$ cat config.mk
export PLATFORM = sky130hd
export DESIGN_NAME = dmu_sii_inb_tracker_flat
export DESIGN_NICKNAME = d
export VERILOG_FILES = /design/src/rtl/dmu_sii_inb_tracker_if.sv /design/src/rtl/dmu_sii_inb_tracker.sv /design/src/flat_wrapper.sv
export SDC_FILE = /design/constraint.sdc
export NUM_CORES = 1
export LEC_CHECK = 0
export CAP_MARGIN = 10
export CORE_ASPECT_RATIO = 1.25
export CORE_MARGIN = 2
export CORE_UTILIZATION = 37
export CTS_CLUSTER_DIAMETER = 120
export DETAILED_ROUTE_END_ITERATION = 7
export PLACE_DENSITY = 0.85
export SYNTH_ARGS = -nofsm -noshare
export SYNTH_HDL_FRONTEND = slang
export SYNTH_SLANG_ARGS = --single-unit
export TNS_END_PERCENT = 20
$ cat constraint.sdc
create_clock -name iol2clk -period 3.6 [get_ports iol2clk]
set_input_delay 0.72 -clock iol2clk [delete_from_list [all_inputs] [get_ports iol2clk]]
set_output_delay 0.72 -clock iol2clk [all_outputs]
set_load 0.02 [all_outputs]
$ cat src/rtl/dmu_sii_inb_tracker_if.sv
// -----------------------------------------------------------------------------
// dmu_sii_inb_tracker_if
//
// Purpose : Bundles the DMU->SII inbound request bus and the SII->DMU write-ack
//           return into one interface, so that a passive observer can be
//           attached to the SII boundary with a single port.
//
// Parameters
//   DATA_W  data bus width (a multiple of 16)
//   PAR_W   parity bits, one per 16-bit lane
//
// Signals
//   dmu_sii_hdr_vld     header cycle qualifier
//   dmu_sii_reqbypass   bypass qualifier (Mondo vs PIO read return)
//   dmu_sii_datareq     header carries payload
//   dmu_sii_datareq16   payload is the 16-byte Mondo/PIO kind
//   dmu_sii_data        header or payload beat
//   dmu_sii_parity      even parity per 16-bit lane
//   sii_dmu_wrack_vld   DMA write credit return
//   sii_dmu_wrack_tag   tag of the returned credit
//
// Modports
//   master  drives every signal (the DMU/SII side, or a testbench)
//   slave   observes every signal (the tracker)
// -----------------------------------------------------------------------------
interface dmu_sii_inb_tracker_if #(
   parameter int DATA_W = 128,
   parameter int PAR_W  = DATA_W / 16
);

   logic              dmu_sii_hdr_vld;
   logic              dmu_sii_reqbypass;
   logic              dmu_sii_datareq;
   logic              dmu_sii_datareq16;
   logic [DATA_W-1:0] dmu_sii_data;
   logic [PAR_W-1:0]  dmu_sii_parity;
   logic              sii_dmu_wrack_vld;
   logic [3:0]        sii_dmu_wrack_tag;

   modport master (
      output dmu_sii_hdr_vld,
      output dmu_sii_reqbypass,
      output dmu_sii_datareq,
      output dmu_sii_datareq16,
      output dmu_sii_data,
      output dmu_sii_parity,
      output sii_dmu_wrack_vld,
      output sii_dmu_wrack_tag
   );

   modport slave (
      input  dmu_sii_hdr_vld,
      input  dmu_sii_reqbypass,
      input  dmu_sii_datareq,
      input  dmu_sii_datareq16,
      input  dmu_sii_data,
      input  dmu_sii_parity,
      input  sii_dmu_wrack_vld,
      input  sii_dmu_wrack_tag
   );

endinterface : dmu_sii_inb_tracker_if

$ cat src/rtl/dmu_sii_inb_tracker.sv
// -----------------------------------------------------------------------------
// dmu_sii_inb_tracker
//
// Purpose : Passive tracker for the DMU->SII inbound request interface.
//           Decodes header cycles into read / write / Mondo / PIO-read-return
//           events, follows the fixed-length payload that trails write and
//           Mondo/PIO headers, counts outstanding DMA write credits against
//           SII write acks, and reports protocol violations both as one-cycle
//           pulses and as sticky status bits.
//
// Optional feature : define DMU_SII_INB_PARCHK_EN to enable the per-lane even
//           parity checker on header and payload cycles. Without it the
//           checker is not built and err_pulse[3] / err_sticky[3] are 0.
//
// Parameters
//   DATA_W    data bus width, multiple of 16, at least 80 (header fields)
//   PAR_W     parity bits, one per 16-bit lane
//   WR_BEATS  payload beats after a write header
//   MP_BEATS  payload beats after a Mondo or PIO header
//   CREDITS   maximum outstanding DMA writes
//   CNT_W     outstanding counter width, 2**CNT_W > CREDITS
//
// Ports
//   iol2clk          clock
//   rst              synchronous active-high reset
//   sii              observed bus (slave modport)
//   ev_rd/ev_wr/ev_mondo/ev_pio   header-decoded pulses
//   ev_wr_done/ev_mp_done         pulse after the last payload beat
//   hdr_tag          data[79:64] of the last accepted header
//   hdr_pa           data[39:0]  of the last accepted header
//   wr_outstanding   in-flight DMA writes
//   last_wrack_tag   tag of the most recent write ack
//   err_pulse        {parity, wrack_underflow, credit_overflow, hdr_in_payload}
//   err_sticky       OR-accumulated err_pulse, cleared only by rst
//
// All outputs are registered: every pulse appears the cycle after the input
// cycle that caused it and lasts exactly one cycle.
// -----------------------------------------------------------------------------
module dmu_sii_inb_tracker #(
   parameter int DATA_W   = 128,
   parameter int PAR_W    = DATA_W / 16,
   parameter int WR_BEATS = 4,
   parameter int MP_BEATS = 1,
   parameter int CREDITS  = 16,
   parameter int CNT_W    = 5
) (
   input  logic                 iol2clk,
   input  logic                 rst,
   dmu_sii_inb_tracker_if.slave sii,
   output logic                 ev_rd,
   output logic                 ev_wr,
   output logic                 ev_mondo,
   output logic                 ev_pio,
   output logic                 ev_wr_done,
   output logic                 ev_mp_done,
   output logic [15:0]          hdr_tag,
   output logic [39:0]          hdr_pa,
   output logic [CNT_W-1:0]     wr_outstanding,
   output logic [3:0]           last_wrack_tag,
   output logic [3:0]           err_pulse,
   output logic [3:0]           err_sticky
);

   // Error vector bit positions.
   localparam int ERR_HDR_IN_PAY = 0;
   localparam int ERR_CREDIT_OVF = 1;
   localparam int ERR_WRACK_UNF  = 2;
   localparam int ERR_PARITY     = 3;

   // The beat counter only has to hold the longer payload length minus one.
   localparam int MAX_BEATS = (WR_BEATS > MP_BEATS) ? WR_BEATS : MP_BEATS;
   localparam int BEAT_W    = (MAX_BEATS > 1) ? $clog2(MAX_BEATS) : 1;

   localparam logic [BEAT_W-1:0] WR_LOAD = BEAT_W'(WR_BEATS - 1);
   localparam logic [BEAT_W-1:0] MP_LOAD = BEAT_W'(MP_BEATS - 1);
   localparam logic [CNT_W-1:0]  CNT_MAX = CNT_W'(CREDITS);

   typedef enum logic [1:0] {
      ST_IDLE   = 2'd0,
      ST_WR_PAY = 2'd1,
      ST_MP_PAY = 2'd2
   } state_e;

   // ---------------------------------------------------------------------------
   // State and registered outputs
   // ---------------------------------------------------------------------------
   state_e            state_q,      state_d;
   logic [BEAT_W-1:0] beat_cnt_q,   beat_cnt_d;

   logic              ev_rd_q,      ev_rd_d;
   logic              ev_wr_q,      ev_wr_d;
   logic              ev_mondo_q,   ev_mondo_d;
   logic              ev_pio_q,     ev_pio_d;
   logic              ev_wr_done_q, ev_wr_done_d;
   logic              ev_mp_done_q, ev_mp_done_d;
   logic [15:0]       hdr_tag_q,    hdr_tag_d;
   logic [39:0]       hdr_pa_q,     hdr_pa_d;
   logic [CNT_W-1:0]  wr_out_q,     wr_out_d;
   logic [3:0]        wrack_tag_q,  wrack_tag_d;
   logic [3:0]        err_pulse_q,  err_pulse_d;
   logic [3:0]        err_sticky_q, err_sticky_d;

   // ---------------------------------------------------------------------------
   // Header decode. A header only counts while the FSM is IDLE; during a
   // payload the same strobe is a protocol error and is otherwise ignored.
   // ---------------------------------------------------------------------------
   logic hdr_acc;
   logic hdr_rd;
   logic hdr_wr;
   logic hdr_mp;
   logic in_payload;

   assign in_payload = (state_q != ST_IDLE);
   assign hdr_acc    = sii.dmu_sii_hdr_vld && !in_payload;
   // {datareq, datareq16} = 00 or 01 both decode as a read.
   assign hdr_rd     = hdr_acc && !sii.dmu_sii_datareq;
   assign hdr_wr     = hdr_acc &&  sii.dmu_sii_datareq && !sii.dmu_sii_datareq16;
   assign hdr_mp     = hdr_acc &&  sii.dmu_sii_datareq &&  sii.dmu_sii_datareq16;

   // ---------------------------------------------------------------------------
   // Parity checker (optional)
   // ---------------------------------------------------------------------------
   logic par_err;

`ifdef DMU_SII_INB_PARCHK_EN
   logic par_mismatch;

   always_comb begin
      par_mismatch = 1'b0;
      for (int i = 0; i < PAR_W; i++) begin
         if (sii.dmu_sii_parity[i] != ^sii.dmu_sii_data[16*i +: 16]) begin
            par_mismatch = 1'b1;
         end
      end
   end

   // Checked on every header cycle and every payload beat; a header strobe
   // seen mid-payload is still a payload beat, so it is covered either way.
   assign par_err = par_mismatch && (sii.dmu_sii_hdr_vld || in_payload);
`else
   assign par_err = 1'b0;
`endif

   // ---------------------------------------------------------------------------
   // FSM process 1: state register
   // ---------------------------------------------------------------------------
   // NOTE: sequential state is updated with non-blocking (<=) assignments so
   // every flop samples the pre-edge value of its neighbours.
   always_ff @(posedge iol2clk) begin
      if (rst) begin
         state_q    <= ST_IDLE;
         beat_cnt_q <= '0;
      end else begin
         state_q    <= state_d;
         beat_cnt_q <= beat_cnt_d;
      end
   end

   // ---------------------------------------------------------------------------
   // FSM process 2: next state. Payload beats are back-to-back with no stall,
   // so the counter simply runs down from length-1 and the FSM leaves on 0.
   // ---------------------------------------------------------------------------
   // NOTE: every always_comb output gets a default on entry; a path that leaves
   // one unassigned would otherwise infer a latch.
   always_comb begin
      state_d    = state_q;
      beat_cnt_d = beat_cnt_q;
      unique case (state_q)
         ST_IDLE: begin
            if (hdr_wr) begin
               state_d    = ST_WR_PAY;
               beat_cnt_d = WR_LOAD;
            end else if (hdr_mp) begin
               state_d    = ST_MP_PAY;
               beat_cnt_d = MP_LOAD;
            end
         end
         ST_WR_PAY,
         ST_MP_PAY: begin
            if (beat_cnt_q == '0) begin
               state_d = ST_IDLE;
            end else begin
               beat_cnt_d = beat_cnt_q - 1'b1;
            end
         end
         default: begin
            state_d    = ST_IDLE;
            beat_cnt_d = '0;
         end
      endcase
   end

   // ---------------------------------------------------------------------------
   // FSM process 3: outputs (next values of the registered outputs)
   // ---------------------------------------------------------------------------
   always_comb begin
      ev_rd_d      = hdr_rd;
      ev_wr_d      = hdr_wr;
      ev_mondo_d   = hdr_mp && !sii.dmu_sii_reqbypass;
      ev_pio_d     = hdr_mp &&  sii.dmu_sii_reqbypass;
      ev_wr_done_d = (state_q == ST_WR_PAY) && (beat_cnt_q == '0);
      ev_mp_done_d = (state_q == ST_MP_PAY) && (beat_cnt_q == '0);

      hdr_tag_d    = hdr_tag_q;
      hdr_pa_d     = hdr_pa_q;
      if (hdr_acc) begin
         hdr_tag_d = sii.dmu_sii_data[79:64];
         hdr_pa_d  = sii.dmu_sii_data[39:0];
      end

      wrack_tag_d  = sii.sii_dmu_wrack_vld ? sii.sii_dmu_wrack_tag : wrack_tag_q;

      err_pulse_d                 = '0;
      err_pulse_d[ERR_HDR_IN_PAY] = sii.dmu_sii_hdr_vld && in_payload;
      err_pulse_d[ERR_PARITY]     = par_err;

      // Credit counter. A new write and an ack in the same cycle cancel, which
      // also suppresses both the overflow and the underflow check.
      wr_out_d = wr_out_q;
      unique case ({hdr_wr, sii.sii_dmu_wrack_vld})
         2'b10: begin
            if (wr_out_q == CNT_MAX) begin
               err_pulse_d[ERR_CREDIT_OVF] = 1'b1;
            end else begin
               wr_out_d = wr_out_q + 1'b1;
            end
         end
         2'b01: begin
            if (wr_out_q == '0) begin
               err_pulse_d[ERR_WRACK_UNF] = 1'b1;
            end else begin
               wr_out_d = wr_out_q - 1'b1;
            end
         end
         default: wr_out_d = wr_out_q;
      endcase

      // Sticky bits rise in the same cycle as the pulse that sets them.
      err_sticky_d = err_sticky_q | err_pulse_d;
   end

   // ---------------------------------------------------------------------------
   // Output registers. Reset clears everything, which also drops any pending
   // done pulse of an abandoned payload.
   // ---------------------------------------------------------------------------
   always_ff @(posedge iol2clk) begin
      if (rst) begin
         ev_rd_q      <= 1'b0;
         ev_wr_q      <= 1'b0;
         ev_mondo_q   <= 1'b0;
         ev_pio_q     <= 1'b0;
         ev_wr_done_q <= 1'b0;
         ev_mp_done_q <= 1'b0;
         hdr_tag_q    <= '0;
         hdr_pa_q     <= '0;
         wr_out_q     <= '0;
         wrack_tag_q  <= '0;
         err_pulse_q  <= '0;
         err_sticky_q <= '0;
      end else begin
         ev_rd_q      <= ev_rd_d;
         ev_wr_q      <= ev_wr_d;
         ev_mondo_q   <= ev_mondo_d;
         ev_pio_q     <= ev_pio_d;
         ev_wr_done_q <= ev_wr_done_d;
         ev_mp_done_q <= ev_mp_done_d;
         hdr_tag_q    <= hdr_tag_d;
         hdr_pa_q     <= hdr_pa_d;
         wr_out_q     <= wr_out_d;
         wrack_tag_q  <= wrack_tag_d;
         err_pulse_q  <= err_pulse_d;
         err_sticky_q <= err_sticky_d;
      end
   end

   assign ev_rd          = ev_rd_q;
   assign ev_wr          = ev_wr_q;
   assign ev_mondo       = ev_mondo_q;
   assign ev_pio         = ev_pio_q;
   assign ev_wr_done     = ev_wr_done_q;
   assign ev_mp_done     = ev_mp_done_q;
   assign hdr_tag        = hdr_tag_q;
   assign hdr_pa         = hdr_pa_q;
   assign wr_outstanding = wr_out_q;
   assign last_wrack_tag = wrack_tag_q;
   assign err_pulse      = err_pulse_q;
   assign err_sticky     = err_sticky_q;

endmodule : dmu_sii_inb_tracker

$ cat src/flat_wrapper.sv
// flat-port wrapper written by rule: the top's interface ports become plain ports
module dmu_sii_inb_tracker_flat 
#(
   parameter int DATA_W   = 128,
   parameter int PAR_W    = DATA_W / 16,
   parameter int WR_BEATS = 4,
   parameter int MP_BEATS = 1,
   parameter int CREDITS  = 16,
   parameter int CNT_W    = 5
)
  (iol2clk, rst, ev_rd, ev_wr, ev_mondo, ev_pio, ev_wr_done, ev_mp_done, hdr_tag, hdr_pa, wr_outstanding, last_wrack_tag, err_pulse, err_sticky, sii_dmu_sii_hdr_vld, sii_dmu_sii_reqbypass, sii_dmu_sii_datareq, sii_dmu_sii_datareq16, sii_dmu_sii_data, sii_dmu_sii_parity, sii_sii_dmu_wrack_vld, sii_sii_dmu_wrack_tag);
  dmu_sii_inb_tracker_if #(.DATA_W(DATA_W), .PAR_W(PAR_W)) sii_i ();
  input  logic iol2clk;
  input  logic rst;
  output logic ev_rd;
  output logic ev_wr;
  output logic ev_mondo;
  output logic ev_pio;
  output logic ev_wr_done;
  output logic ev_mp_done;
  output logic [15:0] hdr_tag;
  output logic [39:0] hdr_pa;
  output logic [CNT_W-1:0] wr_outstanding;
  output logic [3:0] last_wrack_tag;
  output logic [3:0] err_pulse;
  output logic [3:0] err_sticky;
  input wire logic [$bits(sii_i.dmu_sii_hdr_vld)-1:0] sii_dmu_sii_hdr_vld;
  input wire logic [$bits(sii_i.dmu_sii_reqbypass)-1:0] sii_dmu_sii_reqbypass;
  input wire logic [$bits(sii_i.dmu_sii_datareq)-1:0] sii_dmu_sii_datareq;
  input wire logic [$bits(sii_i.dmu_sii_datareq16)-1:0] sii_dmu_sii_datareq16;
  input wire logic [$bits(sii_i.dmu_sii_data)-1:0] sii_dmu_sii_data;
  input wire logic [$bits(sii_i.dmu_sii_parity)-1:0] sii_dmu_sii_parity;
  input wire logic [$bits(sii_i.sii_dmu_wrack_vld)-1:0] sii_sii_dmu_wrack_vld;
  input wire logic [$bits(sii_i.sii_dmu_wrack_tag)-1:0] sii_sii_dmu_wrack_tag;
  assign sii_i.dmu_sii_hdr_vld = sii_dmu_sii_hdr_vld;
  assign sii_i.dmu_sii_reqbypass = sii_dmu_sii_reqbypass;
  assign sii_i.dmu_sii_datareq = sii_dmu_sii_datareq;
  assign sii_i.dmu_sii_datareq16 = sii_dmu_sii_datareq16;
  assign sii_i.dmu_sii_data = sii_dmu_sii_data;
  assign sii_i.dmu_sii_parity = sii_dmu_sii_parity;
  assign sii_i.sii_dmu_wrack_vld = sii_sii_dmu_wrack_vld;
  assign sii_i.sii_dmu_wrack_tag = sii_sii_dmu_wrack_tag;
  dmu_sii_inb_tracker #(.DATA_W(DATA_W), .PAR_W(PAR_W), .WR_BEATS(WR_BEATS), .MP_BEATS(MP_BEATS), .CREDITS(CREDITS), .CNT_W(CNT_W)) u_core (.iol2clk(iol2clk), .rst(rst), .sii(sii_i), .ev_rd(ev_rd), .ev_wr(ev_wr), .ev_mondo(ev_mondo), .ev_pio(ev_pio), .ev_wr_done(ev_wr_done), .ev_mp_done(ev_mp_done), .hdr_tag(hdr_tag), .hdr_pa(hdr_pa), .wr_outstanding(wr_outstanding), .last_wrack_tag(last_wrack_tag), .err_pulse(err_pulse), .err_sticky(err_sticky));
endmodule
== Word level (Yosys, flattened, before mapping) ==
Index checks and enable logic that the tools add are counted.

* Bits in read-only memories: 0
* Register bits after elaboration: 83
* Bits of input ports: 147
* Bits in writable memories: 0
* Word-level logic and storage cells: 67
* Memories kept: 0
* Output and inout port bits: 79
* Latch bits: 0

* Reductions and logical operators: 23
* Multiply operators: 0
* Shift operators: 0
* Multiplexer cells: 15
* Div/mod/pow operators: 0
* Order comparisons: 0
* Eq/ne operators: 10
* $add $sub $neg: 3
* Bitwise gates (word level): 1

{| class="wikitable"
|+ Operators with widths
! cell !! number
|-
| two-way mux 2 bit || 6
|-
| logical AND 1 bit || 10
|-
| two-way mux 5 bit || 2
|-
| one-hot mux 5 bit (2 select lines) || 1
|-
| one-hot mux 2 bit (2 select lines) || 2
|-
| inequality test 2 bit, second input constant || 3
|-
| adder 5 x 1 -> 5 bit, second input constant || 1
|-
| equality test 5 bit, second input constant || 1
|-
| logical NOT 5 bit || 1
|-
| subtractor 5 x 1 -> 5 bit, second input constant || 1
|-
| equality test 2 x 1 -> 1 bit, second input constant || 2
|-
| equality test 2 bit, second input constant || 2
|-
| logical NOT 1 bit || 4
|-
| logical NOT 2 bit || 2
|-
| two-way mux 1 bit || 4
|-
| bitwise OR 4 x 3 -> 4 bit || 1
|-
| AND reduction 2 bit || 2
|-
| nonzero test 2 bit || 2
|-
| inequality test 3 x 1 -> 1 bit, second input constant || 1
|-
| AND reduction 3 bit || 1
|-
| inequality test 2 x 1 -> 1 bit, second input constant || 1
|-
| OR reduction 2 bit || 1
|-
| subtractor 2 x 1 -> 2 bit, second input constant || 1
|}

== Longest topological paths before layout ==
Gate-level depths: netlist (run 1).

* Depth after elaboration: 8
* Depth in mapped cells: 11
* Gate-level depth less buffers: 10

== Least setup slack after synthesis (run 1) ==
No wires, ideal clock.

* Path type: input to register
* Start point: in sii_dmu_sii_datareq16
* End point: reg u_core.wr_out_q[2] (netlist: u_core.wr_outstanding[2])
* Library setup time: 0.121 ns
* Data required time: 3.479 ns
* Buffers on the path: 0
* Stages on the path: 7
* Slack: 1.068 ns
* Arrival time: 2.411 ns
* Path through: nand4b_2 nand2_1 xnor2_1 ha_1 or4_1 a22oi_1 mux2_2

* Cells in the longest elaborated chain, start to end: 5
* Elaborated cells between the ends (all ways): 9
* Those cells by class: eq/ne: 4; mux: 1; reduce/logical: 4

{| class="wikitable"
|+ Ends and longest elaborated chain
! what !! line !! source
|-
| start: declaration || flat_wrapper.sv:30 || <nowiki>input wire logic [$bits(sii_i.dmu_sii_datareq16)-1:0] sii_dmu_sii_datareq16;</nowiki>
|-
| logical NOT 1 bit (*) || dmu_sii_inb_tracker.sv:117 || <nowiki>assign hdr_wr = hdr_acc && sii.dmu_sii_datareq && !sii.dmu_sii_datareq16;</nowiki>
|-
| logical AND 1 bit (*) || dmu_sii_inb_tracker.sv:117 ||
|-
| equality test 2 x 1 -> 1 bit or equality test 2 bit (tied branches) || dmu_sii_inb_tracker.sv:220 || <nowiki>unique case ({hdr_wr, sii.sii_dmu_wrack_vld})</nowiki>
|-
| inequality test 2 bit (no line) or nonzero test 2 bit (tied branches) || -- ||
|-
| AND reduction 3 bit (no line) || -- ||
|-
| end signal: assignment || dmu_sii_inb_tracker.sv:269 || <nowiki>wr_out_q <= wr_out_d;</nowiki>
|-
| end: declaration || dmu_sii_inb_tracker.sv:98 || <nowiki>logic [CNT_W-1:0] wr_out_q, wr_out_d;</nowiki>
|}

Every way passes the cells marked *; elsewhere a longest branch is shown, timed or not.
A chain may end at the register's enable or synchronous reset.

== Final worst setup path (run 1) ==
* Start point: in sii_dmu_sii_hdr_vld
* End point: reg u_core.wr_out_q[2] (netlist: u_core.wr_outstanding[2])

* Cells in the longest elaborated chain, start to end: 6
* Elaborated cells between the ends (all ways): 10
* Those cells by class: eq/ne: 4; mux: 1; reduce/logical: 5

{| class="wikitable"
|+ Ends and longest elaborated chain
! what !! line !! source
|-
| start: declaration || flat_wrapper.sv:27 || <nowiki>input wire logic [$bits(sii_i.dmu_sii_hdr_vld)-1:0] sii_dmu_sii_hdr_vld;</nowiki>
|-
| logical AND 1 bit (*) || dmu_sii_inb_tracker.sv:114 || <nowiki>assign hdr_acc = sii.dmu_sii_hdr_vld && !in_payload;</nowiki>
|-
| logical AND 1 bit (*) (2 in a row) || dmu_sii_inb_tracker.sv:117 ||
|-
| equality test 2 x 1 -> 1 bit or equality test 2 bit (tied branches) || dmu_sii_inb_tracker.sv:220 ||
|-
| inequality test 2 bit (no line) or nonzero test 2 bit (tied branches) || -- ||
|-
| AND reduction 3 bit (no line) || -- ||
|}

Marks and branches as above.

==> results.toml, run 1 <==
[power]
ir_worst_vdd_uv = 313
powerDensity_nw_per_um2 = 497
power.total_mw = 2.39
p_leak_nw = 1.87

[timing]
setup_ws_ps = 883
setup-tns-final_ps = 0
fin_crit_sh = 0.755
fmax_ghz = 0.368
rsz0062_at_grt = "false"
hold_slack_ps = 453
hold_viol = 0
drv_slew = 0
period_needed_ps = 2720
tightest_slew_ps = 735
setup_viol_count_final = 0
finClkSkew_ps = 5.95
max-slew-margin-rel = 0.505

[floorplan]
io_pins = 226
core_um2 = 8240
start_util = 0.381
dieArea_um2 = 9240
die_h_um = 107
die_width_um = 86.4
rows = 37

[yosys]
synth_compound_area_frac = 0.143
syn_area_um2 = 3140
synth_top_family_by_area = "simple AND/OR/NAND/NOR gates"
synthAdderAreaFrac = 0.0239
synth_top_area_frac = 0.517
synth_xor_area_frac = 0.00279
synth-edff-count = 0
yosys.area.top_type = "dfxtp_1"
synth-async-reset-ratio = 0
ys.flop_type = "dfxtp_1"
syn_area_per_cell_um2 = 8.48
synthSimpleGateAreaFrac = 0.221
muxShareOfSynthArea = 0.0299
yosys_warnings = 0
synth_cell_types = 46
synth_cells = 370
ys_top_cells_by_area = "dfxtp_1 (52%), nand2_1 (14%), a21oi_1 (9.9%)"
ys_seq_area_frac = 0.517
yosys_register_bits = 81

[clock_tree]
cts.sinks = 81
cts_root_buf = "clkbuf_8"
postCtsResizedCells = 0
post-cts-setup-buffer-count = 0
clk-insertion-delay-late_ps = 340
cts_buffer_depth = 2
htree_num_levels = 3
cts.clk_slew.worst_paths_ps = 70
cts_tree = "done"
ctsHoldBuffers = 0
cts-buffers-inserted = 9

[grt]
grt_max_degree = 45
grt_pass1_vias = 2913
grt_pass1_wl_mm = 12.9
grt-ovfl-total = 0
grt_usage = 0.176
antenna_found_initial = 0

[worst_setup_path]
crit_type = "in2reg"
r2r-end = "u_core.wr_outstanding[2]"
worstSetupEndpointType = "register"
r2r_slack_ps = 1090
crit_fanout = 6
critical_path_required_ps = 3830
timing.rr.start = "u_core.state_q[0]"
crit_start = "sii_dmu_sii_hdr_vld"
reg2reg_depth = 9
cp.arrival_ps = 2950
critical_path.startpoint_type = "input port"
endpoint = "u_core.wr_outstanding[2]"

[route]
drt_iter0_markers = 125
routed_wl_mm = 8.08
drc = 0
wl_per_cell_um = 13.4
drt_pass1_iterations = 4
ant_nets = 0
avgViaCountPerCell = 4.95
routed-via-count = 2990

[placement]
io_buffers = 143
routabilityCongestion = 0.935
dp.final_hpwl_mm = 5.97
pre_cts_ws_ps = 571

[cells_and_area]
layout_common_cells = "clkdlybuf4s50_1 (142), nand2_1 (115), dfxtp_1 (81)"
fin_nets = 657
diodes = 0
final_common_cell = "clkdlybuf4s50_1"
area_growth_pct = 53.5
drive_gt1_frac = 0.0631

[run_status]
status = "finished clean"

[job]
cap_violations = 0

[hold_path]
hp-class = "reg2reg"
## cell families (layout without fill, tap and decap cells)
family / after synthesis / count (layout)
flops: 81 / 81
mux: 9 / 9
simple gates: 160 / 160
buf+inv: 34 / 170
compound gates: 78 / 78
fa+ha+maj: 6 / 6
other cells: 1 / 2
xor+xnor: 1 / 1
## per-layer routing
layer  GRT usage  up-vias  wire length, µm
met3      0.0323       21              483
met5           0        -                0
met4      0.0938        0              233
met1       0.186     1364             3260
met2       0.324      116             4100
li1            -     1489                -
## per-stage QoR
stage	instances	utilization	area [µm²]
2_1_floorplan	371	-	3140
3_3_place_gp	590	0.556	4580
3_5_place_dp	590	0.556	4580
4_1_cts	604	0.584	4820
5_1_grt	604	0.584	4820
6_report	604	0.584	4820
## worst max-delay path, cell delays in order
cell	delay, ps
clkdlybuf4s50_1	620
nand4b_2	150
nand2_1	120
xnor2_1	70
ha_1	230
or4_1	480
a22oi_1	210
mux2_2	360
## Yosys cell counts (3+ instances only)
library cell  number
mux2i_1            6
nor3_1             5
dfxtp_1           81
buf_1              6
buf_6              3
clkbuf_1          13
nand3_1            3
nor2_1            15
a22oi_1            4
ha_1               6
inv_1              7
nand2_1          116
a21oi_1           62
nand2b_1           3
## power breakdown
group | switching [mW] | total [mW] | internal [mW]
clock network | 0.303 | 0.775 | 0.473
registers | 0.0627 | 1.03 | 0.968
logic | 0.287 | 0.585 | 0.299
total | 0.652 | 2.39 | 1.74
## worst min-delay path by stage
stage / from / to / cells after the start
2_1_floorplan: u_core.beat_cnt_q[1] / u_core.beat_cnt_q[1] / 2
3_3_place_gp: u_core.err_sticky[0] / u_core.err_sticky[0] / 1
3_5_place_dp: u_core.err_sticky[0] / u_core.err_sticky[0] / 1
4_1_cts: u_core.hdr_pa[11] / u_core.hdr_pa[11] / 2
5_1_grt: u_core.hdr_pa[0] / u_core.hdr_pa[0] / 2
6_report: u_core.err_sticky[0] / u_core.err_sticky[0] / 1
## state kept, by name, summed over array words and instances, names as in the netlist, 2 cells and up
register               count
u_core.beat_cnt_q          2
u_core.err_pulse           3
u_core.err_sticky          3
u_core.hdr_pa             40
u_core.hdr_tag            16
u_core.last_wrack_tag      4
u_core.state_q             2
u_core.wr_outstanding      5
## cell type report
class,count,area [µm²]
Clock inverter,3,90.1
Clock buffer,11,141
Inverter,7,26.3
Timing Repair Buffer,149,1480
Sequential cell,81,1620
Multi-Input combinational cell,256,1330
Tap cell,97,121
Fill cell,717,3420
(Power assumes the default switching activity.)
==> run 2, diff against run 1 <==
--- a/config.mk
+++ b/config.mk
@@ -8,10 +8,10 @@
 export CAP_MARGIN = 10
 export CORE_ASPECT_RATIO = 1.25
 export CORE_MARGIN = 2
-export CORE_UTILIZATION = 37
+export CORE_UTILIZATION = 35
 export CTS_CLUSTER_DIAMETER = 120
 export DETAILED_ROUTE_END_ITERATION = 7
-export PLACE_DENSITY = 0.85
+export PLACE_DENSITY = 0.81
 export SYNTH_ARGS = -nofsm -noshare
 export SYNTH_HDL_FRONTEND = slang
 export SYNTH_SLANG_ARGS = --single-unit
==> constraint.sdc (replaced) <==
create_clock -name iol2clk -period 2.7 [get_ports iol2clk]
set_input_delay 0.54 -clock iol2clk [delete_from_list [all_inputs] [get_ports iol2clk]]
set_output_delay 0.54 -clock iol2clk [all_outputs]
set_load 0.02 [all_outputs]
==> run 2 against run 1 <==
Wire length up 3.3%. Power grew 31%. Final cell count increased by 5.0%. Non-clock buffer count rose by 6. Global-route usage is 1.3 points lower. Sequential share of layout area down 0.36 points. Critical endpoint is now u_core.wr_outstanding[4]. Combinational power grew 38%. Critical path type unchanged. Flip-flop and latch count unchanged. Sequential power up 33%. Worst setup slack lost 600 ps.
==> results.toml, run 2 (same netlist as run 1, synthesis figures left out) <==
[power]
p_int_mw = 2.25
clock_power_share = 0.303
powerDensity_nw_per_um2 = 643
power.total_mw = 3.13
ir_worst_vdd_uv = 489
comb_power_share = 0.258
seq_power_share = 0.439
p_leak_nw = 1.89
switching_power_uw = 879
swShare = 0.281

[clock_tree]
cts-buffers-inserted = 9
postCtsResizedCells = 0
clk-insertion-delay-late_ps = 330
cts.clk_slew.worst_paths_ps = 70
cts_buffer_depth = 2
ctsHoldBuffers = 0
htree_num_levels = 3
cts_root_buf = "clkbuf_8"
post-cts-setup-buffer-count = 0
cts_tree = "done"
cts.sinks = 81

[timing]
drv_slew = 0
setup_ws_ps = 282
setup-tns-final_ps = 0
setup_viol_count_final = 0
rsz0062_at_grt = "false"
finClkSkew_ps = 4.62
fmax_ghz = 0.414
hold_viol = 0
period_needed_ps = 2420
fin_crit_sh = 0.895

[worst_setup_path]
cp.arrival_ps = 2640
crit_type = "in2reg"
critical_path.startpoint_type = "input port"
worstSetupEndpointType = "register"
critical_path_required_ps = 2930
cpPeakStageDelay_ps = 490
crit_fanout = 4
r2r_slack_ps = 290
critical_path.slowest_cell = "clkdlybuf4s50_1"
crit_chain = "clkdlybuf4s50_1 > nand4b_2 > nand2_1 > xnor2_1 > ha_1 > or4_1 > nor3_1 > o22ai_1 > mux2_1"

[cells_and_area]
fillCellCount = 784
final_common_cell = "clkdlybuf4s50_1"
seq_area_um2 = 1620
fin_util = 0.560
fin_nets = 663
largest_register_ffs = 40
multi_input_area_um2 = 1330
drive_gt1_frac = 0.0739
area_growth_pct = 55.1
diodes = 0
layout_common_cells = "clkdlybuf4s50_1 (142), nand2_1 (115), dfxtp_1 (81)"

[placement]
pre_cts_ws_ps = -64.2
io_buffers = 143
routabilityCongestion = 0.966
dp.final_hpwl_mm = 6.08

[floorplan]
core_um2 = 8700
dieArea_um2 = 9740
start_util = 0.361
die_h_um = 110
die_width_um = 88.7
rows = 38
io_pins = 226

[grt]
grt_pass1_wl_mm = 12.4
antenna_found_initial = 0
grt_usage = 0.163
grt_max_degree = 45
grt-ovfl-total = 0
grt_pass1_vias = 2725

[route]
drc = 0
drt_iter0_markers = 115
wl_per_cell_um = 13.2
ant_nets = 0
drt_pass1_iterations = 4
routed-via-count = 3003
routed_wl_mm = 8.35
avgViaCountPerCell = 4.74

[hold_path]
hp-class = "reg2reg"

[run_status]
status = "finished clean"

[job]
cap_violations = 0
-- run 2: per-stage QoR --
step,area (µm²),hold WS (ps),cells
finish,4870,453,634
CTS,4870,456,634
global placement,4660,437,619
global route,4870,472,634
detailed placement,4660,446,619
floorplan,3140,460,371
-- run 2: power by group through the flow --
stage,clock network (mW),registers (mW),logic (mW)
final,0.947,1.37,0.807
after global routing,1.02,1.39,0.871
after CTS,0.982,1.37,0.813
after detailed placement,0,1.40,0.809
after global placement,0,1.39,0.792
after floorplan,0,1.49,0.362
-- run 2: worst paths after layout --
check,from,to,cells past startpoint
max,sii_dmu_sii_datareq16,u_core.wr_outstanding[4],9
min,u_core.hdr_pa[27],u_core.hdr_pa[27],2
max reg2reg,u_core.state_q[0],u_core.wr_outstanding[4],10
min reg2reg,u_core.hdr_pa[27],u_core.hdr_pa[27],2
-- run 2: area by class of cell --
class,instances,share of cell area
Clock buffer,12,0.0298
Clock inverter,3,0.0134
Inverter,7,0.00540
Multi-Input combinational cell,256,0.273
Sequential cell,81,0.333
Tap cell,120,0.0308
Timing Repair Buffer,155,0.314
-- run 2: critical path: cells and delay by family --
family	cells	cell delay, ps
and+or+nand+nor	4	780
xor gates and xnor gates	1	140
AOI/OAI and AO/OA	1	130
adders and majority gates	1	230
muxes	1	320
buffers and inverters	1	490
-- run 2: metal layers --
layer	wire [µm]	GRT usage
met5	0	0
met4	74	0.0649
met3	494	0.0428
met2	4310	0.285
met1	3460	0.186
